[src/rtl/directory_client_arbiter_pkg.sv]
// rtl/directory_client_arbiter_pkg.sv - shared directory sizes, client encoding and request layout
package directory_client_arbiter_pkg;

    localparam int INDEX_WIDTH  = 12;
    localparam int ROW_SIZE     = 20;
    localparam int ENTRY_SIZE   = 4 * ROW_SIZE;
    localparam int NUM_CLIENTS  = 4;
    localparam int CLIENT_WIDTH = 2;

    // dir_put_request = {idx, write, row, core_id, cache_type}, offsets from bit 0
    localparam int PUT_WIDTH          = INDEX_WIDTH + 1 + ROW_SIZE + CLIENT_WIDTH;
    localparam int PUT_CACHE_TYPE_LSB = 0;
    localparam int PUT_CORE_ID_LSB    = 1;
    localparam int PUT_ROW_LSB        = 2;
    localparam int PUT_WRITE_LSB      = PUT_ROW_LSB + ROW_SIZE;
    localparam int PUT_IDX_LSB        = PUT_WRITE_LSB + 1;

    typedef enum logic [1:0] {
        CLIENT_IMEM0 = 2'd0,
        CLIENT_DMEM0 = 2'd1,
        CLIENT_IMEM1 = 2'd2,
        CLIENT_DMEM1 = 2'd3
    } client_e;

    typedef enum logic [1:0] {
        ST_IDLE     = 2'd0,
        ST_ISSUE    = 2'd1,
        ST_WAIT_GET = 2'd2,
        ST_RESP     = 2'd3
    } arb_state_e;

    function automatic logic [1:0] next_client(input logic [1:0] c);
        return c + 2'd1;
    endfunction

endpackage

[src/rtl/rr_pick4.sv]
// rtl/rr_pick4.sv - picks the first valid of four at or after ptr, wrapping 3->0
module rr_pick4 (
    input  logic [3:0] valid,
    input  logic [1:0] ptr,
    output logic [1:0] grant,
    output logic       any
);

    logic [1:0] cand;

    // Walk the offsets from far to near so the nearest valid one wins.
    always_comb begin
        grant = ptr;
        cand  = ptr;
        for (int i = 3; i >= 0; i--) begin
            cand = ptr + 2'(i);
            if (valid[cand]) begin
                grant = cand;
            end
        end
    end

    assign any = |valid;

endmodule

[src/rtl/directory_client_arbiter.sv]
// rtl/directory_client_arbiter.sv - four-client round-robin front end to a single directory port
module directory_client_arbiter #(
    parameter int INDEX_WIDTH = directory_client_arbiter_pkg::INDEX_WIDTH,
    parameter int ROW_SIZE    = directory_client_arbiter_pkg::ROW_SIZE,
    parameter int ENTRY_SIZE  = directory_client_arbiter_pkg::ENTRY_SIZE
) (
    input  logic                            CLK,
    input  logic                            RST_N,
    input  logic [3:0]                      req_valid,
    output logic [3:0]                      req_ready,
    input  logic [4*INDEX_WIDTH-1:0]        req_idx,
    input  logic [3:0]                      req_write,
    input  logic [4*ROW_SIZE-1:0]           req_row,
    output logic [3:0]                      resp_valid,
    input  logic [3:0]                      resp_ready,
    output logic [ENTRY_SIZE-1:0]           resp_data,
    output logic                            dir_put_valid,
    input  logic                            dir_put_ready,
    output logic [INDEX_WIDTH+ROW_SIZE+2:0] dir_put_request,
    output logic                            dir_get_valid,
    input  logic                            dir_get_ready,
    input  logic [ENTRY_SIZE-1:0]           dir_get_response
);
    import directory_client_arbiter_pkg::*;

    logic [3:0]             buf_valid;
    logic [3:0]             buf_write;
    logic [INDEX_WIDTH-1:0] buf_idx [4];
    logic [ROW_SIZE-1:0]    buf_row [4];

    arb_state_e state_q, state_d;
    logic [1:0] grant_q, grant_d;
    logic [1:0] rr_ptr_q, rr_ptr_d;
    logic [3:0] buf_clear;
    logic       resp_load;
    logic [1:0] pick;
    logic       pick_any;

    rr_pick4 u_pick (
        .valid (buf_valid),
        .ptr   (rr_ptr_q),
        .grant (pick),
        .any   (pick_any)
    );

    // Gated by RST_N so no client sees an accept while the block is held in reset.
    assign req_ready = ~buf_valid & {4{RST_N}};

    always_ff @(posedge CLK or negedge RST_N) begin
        if (!RST_N) begin
            buf_valid <= '0;
            buf_write <= '0;
            for (int p = 0; p < 4; p++) begin
                buf_idx[p] <= '0;
                buf_row[p] <= '0;
            end
        end else begin
            for (int p = 0; p < 4; p++) begin
                if (req_valid[p] && !buf_valid[p]) begin
                    buf_valid[p] <= 1'b1;
                    buf_write[p] <= req_write[p];
                    buf_idx[p]   <= req_idx[p*INDEX_WIDTH +: INDEX_WIDTH];
                    buf_row[p]   <= req_row[p*ROW_SIZE +: ROW_SIZE];
                end else if (buf_clear[p]) begin
                    buf_valid[p] <= 1'b0;
                end
            end
        end
    end

    always_comb begin
        state_d   = state_q;
        grant_d   = grant_q;
        rr_ptr_d  = rr_ptr_q;
        buf_clear = '0;
        resp_load = 1'b0;
        case (state_q)
            ST_IDLE: begin
                if (pick_any) begin
                    grant_d = pick;
                    state_d = ST_ISSUE;
                end
            end
            ST_ISSUE: begin
                if (dir_put_ready) begin
                    if (buf_write[grant_q]) begin
                        buf_clear[grant_q] = 1'b1;
                        rr_ptr_d           = next_client(grant_q);
                        state_d            = ST_IDLE;
                    end else begin
                        state_d = ST_WAIT_GET;
                    end
                end
            end
            ST_WAIT_GET: begin
                if (dir_get_ready) begin
                    resp_load = 1'b1;
                    state_d   = ST_RESP;
                end
            end
            ST_RESP: begin
                if (resp_ready[grant_q]) begin
                    buf_clear[grant_q] = 1'b1;
                    rr_ptr_d           = next_client(grant_q);
                    state_d            = ST_IDLE;
                end
            end
            default: state_d = ST_IDLE;
        endcase
    end

    always_ff @(posedge CLK or negedge RST_N) begin
        if (!RST_N) begin
            state_q   <= ST_IDLE;
            grant_q   <= 2'd0;
            rr_ptr_q  <= 2'd0;
            resp_data <= '0;
        end else begin
            state_q  <= state_d;
            grant_q  <= grant_d;
            rr_ptr_q <= rr_ptr_d;
            if (resp_load) begin
                resp_data <= dir_get_response;
            end
        end
    end

    // Client number doubles as {core_id, cache_type}.
    assign dir_put_valid   = (state_q == ST_ISSUE);
    assign dir_get_valid   = (state_q == ST_WAIT_GET);
    assign resp_valid      = (state_q == ST_RESP) ? (4'b0001 << grant_q) : 4'b0000;
    assign dir_put_request = {buf_idx[grant_q], buf_write[grant_q], buf_row[grant_q], grant_q};

endmodule

[config.mk]
export PLATFORM = sky130hd
export DESIGN_NAME = directory_client_arbiter
export DESIGN_NICKNAME = d
export VERILOG_FILES = /design/src/rtl/directory_client_arbiter_pkg.sv /design/src/rtl/rr_pick4.sv /design/src/rtl/directory_client_arbiter.sv
export SDC_FILE = /design/constraint.sdc
export NUM_CORES = 1
export LEC_CHECK = 0
export CAP_MARGIN = 20
export CORE_UTILIZATION = 45
export CTS_CLUSTER_DIAMETER = 80
export CTS_CLUSTER_SIZE = 24
export DETAILED_ROUTE_END_ITERATION = 10
export GPL_TIMING_DRIVEN = 1
export PLACE_DENSITY = 0.91
export RECOVER_POWER = 25
export SLEW_MARGIN = 25
export SYNTH_ARGS = -nofsm -noshare
export SYNTH_HDL_FRONTEND = slang
export SYNTH_SLANG_ARGS = --single-unit
[constraint.sdc]
create_clock -name CLK -period 2.4 [get_ports CLK]
set_input_delay 0.6 -clock CLK [delete_from_list [all_inputs] [get_ports CLK]]
set_output_delay 0.6 -clock CLK [all_outputs]
set_load 0.005 [all_outputs]
; ---- Word-level counts from Yosys, hierarchy flattened
; Cells that the tools add are included.
[totals]
register_bits = 222
latch_bits = 0
ramBits = 0
mem_bits_ro = 0
input_bits = 224
elab_cells = 111
n_memories = 0
[op_classes]
addsub = 4
n_mul = 0
div = 0
magnitude_cmp = 7
n_eq_ne = 8
shifts = 1
muxes = 49
n_bitwise = 3
reduce_logical = 19
[op_table]
columns = operator, n
row1 = $bmux W20 S2, 1
row2 = $mux W20, 2
row3 = $bmux W12 S2, 1
row4 = $mux W12, 2
row5 = $mux W2, 12
row6 = $mux W1, 17
row7 = $mux W4, 4
row8 = $lt A2 B3 Y1 const B, 5
row9 = $bmux W1 S2, 6
row10 = $reduce_bool A2 Y1, 5
row11 = $pmux W2 S4, 1
row12 = $pmux W4 S2, 1
row13 = $reduce_and A4 Y1, 2
row14 = $ne A2 B1 Y1 const B, 3
row15 = $logic_and A1 B1 Y1, 5
row16 = $add A2 B1 Y2 const B, 2
row17 = $add A2 B2 Y2 const B, 2
row18 = $and A4 B4 Y4, 1
row19 = $eq A2 B2 Y1 const B, 2
row20 = $logic_not A1 Y1, 4
row21 = $ne A2 B2 Y1 const B, 2
row22 = $not A4 Y4, 1
row23 = $pmux W2 S2, 1
row24 = $reduce_or A4 Y1, 1
row25 = 8 further kinds, 8

; ---- Longest topological paths before layout
[logic_depth]
depth_word = 9
mapped_depth = 5
ltp_nobuf = 4

; ---- Hierarchy
; Synthesis repeated with hierarchy kept, for this count alone.
[unflattened]
cells_unflattened = 562
area_unflattened_um2 = 9258.9
[by_module_without_submodules]
columns = module, instances, cells_per_inst, area_per_inst_um2
row1 = directory_client_arbiter, 1, 546, 9158.8
row2 = rr_pick4, 1, 16, 100.1

; ---- Worst setup path after synthesis
; No wires, ideal clock.
[synth_path]
kind = reg-to-output
startpoint = register grant_q[0]
endpoint = output dir_put_request[10]
t_arrival_ns = 1.404
required_time_ns = 1.800
path_slack_ns = 0.396
stages_incl_launch_ff = 4
n_path_buf = 2
path_cell_list = dfrtp_1 > buf_4 > buf_2 > mux4_2
[synth_via]
elab_chain_cells = 4
[synth_rtl]
columns = item, line
row1 = start: declaration, directory_client_arbiter.sv:32  ; logic [1:0] grant_q, grant_d;
row2 = start signal: assignment, directory_client_arbiter.sv:120  ; grant_q <= grant_d;
row3 = $not A2 Y3 (not written as such), directory_client_arbiter.sv:132  ; assign dir_put_request = {buf_idx[grant_q], buf_write[grant_q], buf_row[grant_q], grant_q};
row4 = $bmux W20 S2, directory_client_arbiter.sv:132
row5 = $mux W20 (not written as such) (2 in a row), directory_client_arbiter.sv:132
row6 = end: declaration, directory_client_arbiter.sv:19  ; output logic [INDEX_WIDTH+ROW_SIZE+2:0] dir_put_request,
; Every way passes these cells. The select of a mux whose other input is x is not followed.

; ---- Final worst setup path
[layout_path]
startpoint = register grant_q[0]
endpoint = output dir_put_request[20]
; Same word-level chain as after synthesis.

==> summary.md <==
| Metric | Value |
|---|---|
| Failing checks | `setup timing` |
| DRC violation count after routing | `0` |
| RD Place Congestion | `0.812` |
| GRT overflow | `0` |
| Final ANT Viol Nets | `0` |
| CP Capture Type | `output port` |
| Syn Inst Count | `576` |
| Critical path arrival | `1940 ps` |
| Final Util | `0.678` |
| R2R Setup Slk | `about 400 ps` |
| HPWL Detailed | `around 19,000 um` |
| Worst skew pair latency | `470 ps` |
| Global-route wire length before repair | `slightly above 40,000 um` |
| Pwr Total | `0.0170 W` |
| Core box area | `20,400 um2` |
| Flip-flop and latch area | `5560 um2` |
| Most numerous cell in the Yosys netlist | `dfrtp_1` |
| Fmax | `394 MHz` |
| Setup TNS | `-1050 ps` |
| Final setup fails | `18` |
| Multi-input gate area | `3700 um2` |
| Synth Flop Type | `dfrtp_1` |
| Die height | `147 um` |
| TritonCTS clock tree | `yes` |
| Initial drt markers | `181` |
| Cell Rows | `52` |
| Adder-Cell Fraction of Synth Area | `0.00532` |
| Cts hold-fix bufs | `0` |
| Simple-gate share of the synthesized area | `0.0209` |
| Final max-slew violation count | `0` |
| Synth Net Count | `804` |
| Minimum clock period after layout | `between 2000 and 3000 ps` |
| Worst hold path type | `primary input to async pin` |
| Initial antenna violation count | `2` |
| Critical Path Source Type | `register` |
| CTS Sinks | `~220` |
| Vias in the first global route | `7,113` |
| Post-synthesis compound-gate area fraction | `0.0165` |
| M3 GR Usage | `0.0581` |
| Worst path required time | `1800 ps` |
| Sw Share | `0.301` |
| Cell taking the most area after synthesis | `dfrtp_1` |
| Crit Path Category | `register to output port` |
| Sequential element share of the synthesized area | `0.590` |
| Root buffer cell | `clkbuf_16` |
| Final hold viol count | `0` |
| Post-synthesis mux area share | `0.340` |
| CP max FO | `6` |
| Async SR Flop Fraction | `1.00` |
| Most common library cells after synthesis | `dfrtp_1 (222), mux2_2 (206), mux4_2 (32)` |
| Starting Density | `0.462` |
| Port Buffer Count | `348` |
| Tot GR Track Use | `0.249` |
| Met1 GRT Util | `0.291` |
| Clock tree buffer depth | `3` |
| Die X | `about 150 um` |
| Worst-Margin Slew | `1150 ps` |
| Combinational share of power | `0.464` |
| GR peak layer | `met2` |
| Largest net degree at the start of global routing | `122` |
| Post-synth EDFFs | `0` |
| Period utilization | `1.06` |
| Synth cell types | `37` |
| IO Count | `between 300 and 400` |
| Synth top area cells | `dfrtp_1 (59%), mux2_2 (25%), mux4_2 (7.7%)` |
| Fill cells | `1,404` |
| H-tree lvl count | `1` |
| XOR/XNOR Fraction of Synth Area | `0` |
| Routed WL | `26,700 um` |
| TritonCTS buffer count | `13` |
| Clock share of power | `0.138` |
| Synth top area share | `0.590` |
| Synth-to-Final Area Change | `46.6%` |
| P_sw | `0.00514 W` |
| Max VDD drop | `0.000853 V` |
| Syn. warnings | `0` |
| Rel. slew slack | `0.236` |
| Worst-path clk slew | `~100 ps` |
| Status | `complete, but fails checks` |
| Mapped cell area | `9410 um2` |
| Nets@finish | `1,165` |
| Largest family of logic cells by synthesized area | `multiplexers` |
| Pleak | `5.77 nW` |
| Synthesized area per cell | `16.3 um2` |
| GR Layer Usage met2 | `0.449` |
| Internal power | `0.0119 W` |
| Number of synthesized register bits | `222` |
| Routed via count | `6,322` |
| RSZ-0062 raised after global routing | `yes` |
| Power per standard cell area | `1230 nW/um2` |
| Layout cells sized above 1 | `0.376` |
| Worst Clk Skew | `10.5 ps` |
| Initial DRT Pass Iterations | `4` |
| Drt wl/cell | `22.0 um` |
| Max cap viols | `0` |
| Via/cell ratio | `5.22` |
| Flop pwr share | `0.398` |
| Die area | `around 22,000 um2` |
| Pre-CTS setup slack | `around 110 ps` |
| Setup ws final | `-140 ps` |
## cells in the final DEF (no fill, tap or decap), types with 2 or more instances in the layout
cell / count
o21ai_0: 3
inv_6: 2
buf_2: 31
clkbuf_1: 4
buf_16: 2
mux2_1: 7
nand2b_1: 2
mux2i_1: 3
inv_1: 3
a31oi_1: 4
dfrtp_2: 7
mux2_2: 206
nor2b_1: 6
nand3b_1: 2
buf_12: 9
and3_4: 2
ha_4: 4
clkdlybuf4s50_1: 309
buf_4: 14
mux2i_2: 3
o21bai_1: 2
dfrtp_1: 215
clkbuf_16: 13
nor2_1: 6
nand2_1: 3
buf_6: 16
a21oi_1: 6
mux4_2: 32
and3_1: 2
nor2b_4: 3
## cells by family (layout without fill, tap and decap cells)
group / count (synthesis) / in the layout
adder cells (fa/ha/maj): 4 / 4
flip-flops: 222 / 222
buffers and inverters: 42 / 407
other: 0 / 1
AND/OR/NAND/NOR: 34 / 34
multiplexers: 252 / 252
AO/OA/AOI/OAI: 22 / 22
## final cells by class
type | instances | area share
sequential | 222 | 0.403
timing repair buffer | 384 | 0.275
multi-input combinational | 312 | 0.268
tap | 270 | 0.0245
clock buffer | 16 | 0.0244
clock inverter | 3 | 0.00335
inverter | 4 | 0.00145
antenna | 1 | 0.000181
## power groups by stage
stage	clock network (W)	registers, W	logic, W
finish	0.00235	0.00677	0.00791
global route	0.00254	0.00702	0.00839
CTS	0.00241	0.00675	0.00791
detailed placement	0	0.00681	0.00781
global placement	0	0.00668	0.00759
floorplan	0	0.00643	0.00399
## routing by layer
metal | up-vias | routed length [um]
li1 | 2808 | -
met4 | 2 | 749
met3 | 53 | 1790
met2 | 235 | 14100
met5 | - | 13
met1 | 3224 | 10100
## critical path: stages (launching register included)
cell and delay, ps:
dfrtp_2 450, buf_6 140, buf_8 130, buf_6 100, mux4_2 510, buf_6 140
## final timing paths
check	cells after the start	from	endpoint
min in group CLK	1	resp_data[11]$_DFFE_PN0P_	resp_data[11]$_DFFE_PN0P_
worst min-delay path	2	RST_N	grant_q[1]$_DFFE_PN0P_
max in group asynchronous	3	RST_N	buf_idx[33]$_DFFE_PN0P_
worst max-delay path	5	grant_q[0]$_DFFE_PN0P_	dir_put_request[20]
worst min register to register	1	resp_data[11]$_DFFE_PN0P_	resp_data[11]$_DFFE_PN0P_
worst max register to register	7	grant_q[0]$_DFFE_PN0P_	rr_ptr_q[1]$_DFFE_PN0P_
## stage by stage
stage | cell area [um2] | cells | hold WS, ps
CTS | 13800 | 1209 | 144
finish | 13800 | 1212 | 316
global placement | 13300 | 1173 | 473
global route | 13800 | 1212 | 353
floorplan | 9410 | 576 | 304
detailed placement | 13300 | 1173 | 482
## repair_timing
action,CTS,global route
setup endpoints to repair,39,41
pin swaps,0,0
resized for setup,176,13
setup buffers,15,5
cloned,3,0
## registers in the layout (all words and copies together), names as in the netlist, named ones only
name	cells
buf_row	80
resp_data	80
buf_idx	48
buf_valid	4
buf_write	4
grant_q	2
rr_ptr_q	2
state_q	1
Note: power is estimated with default switching activity, not from simulation.
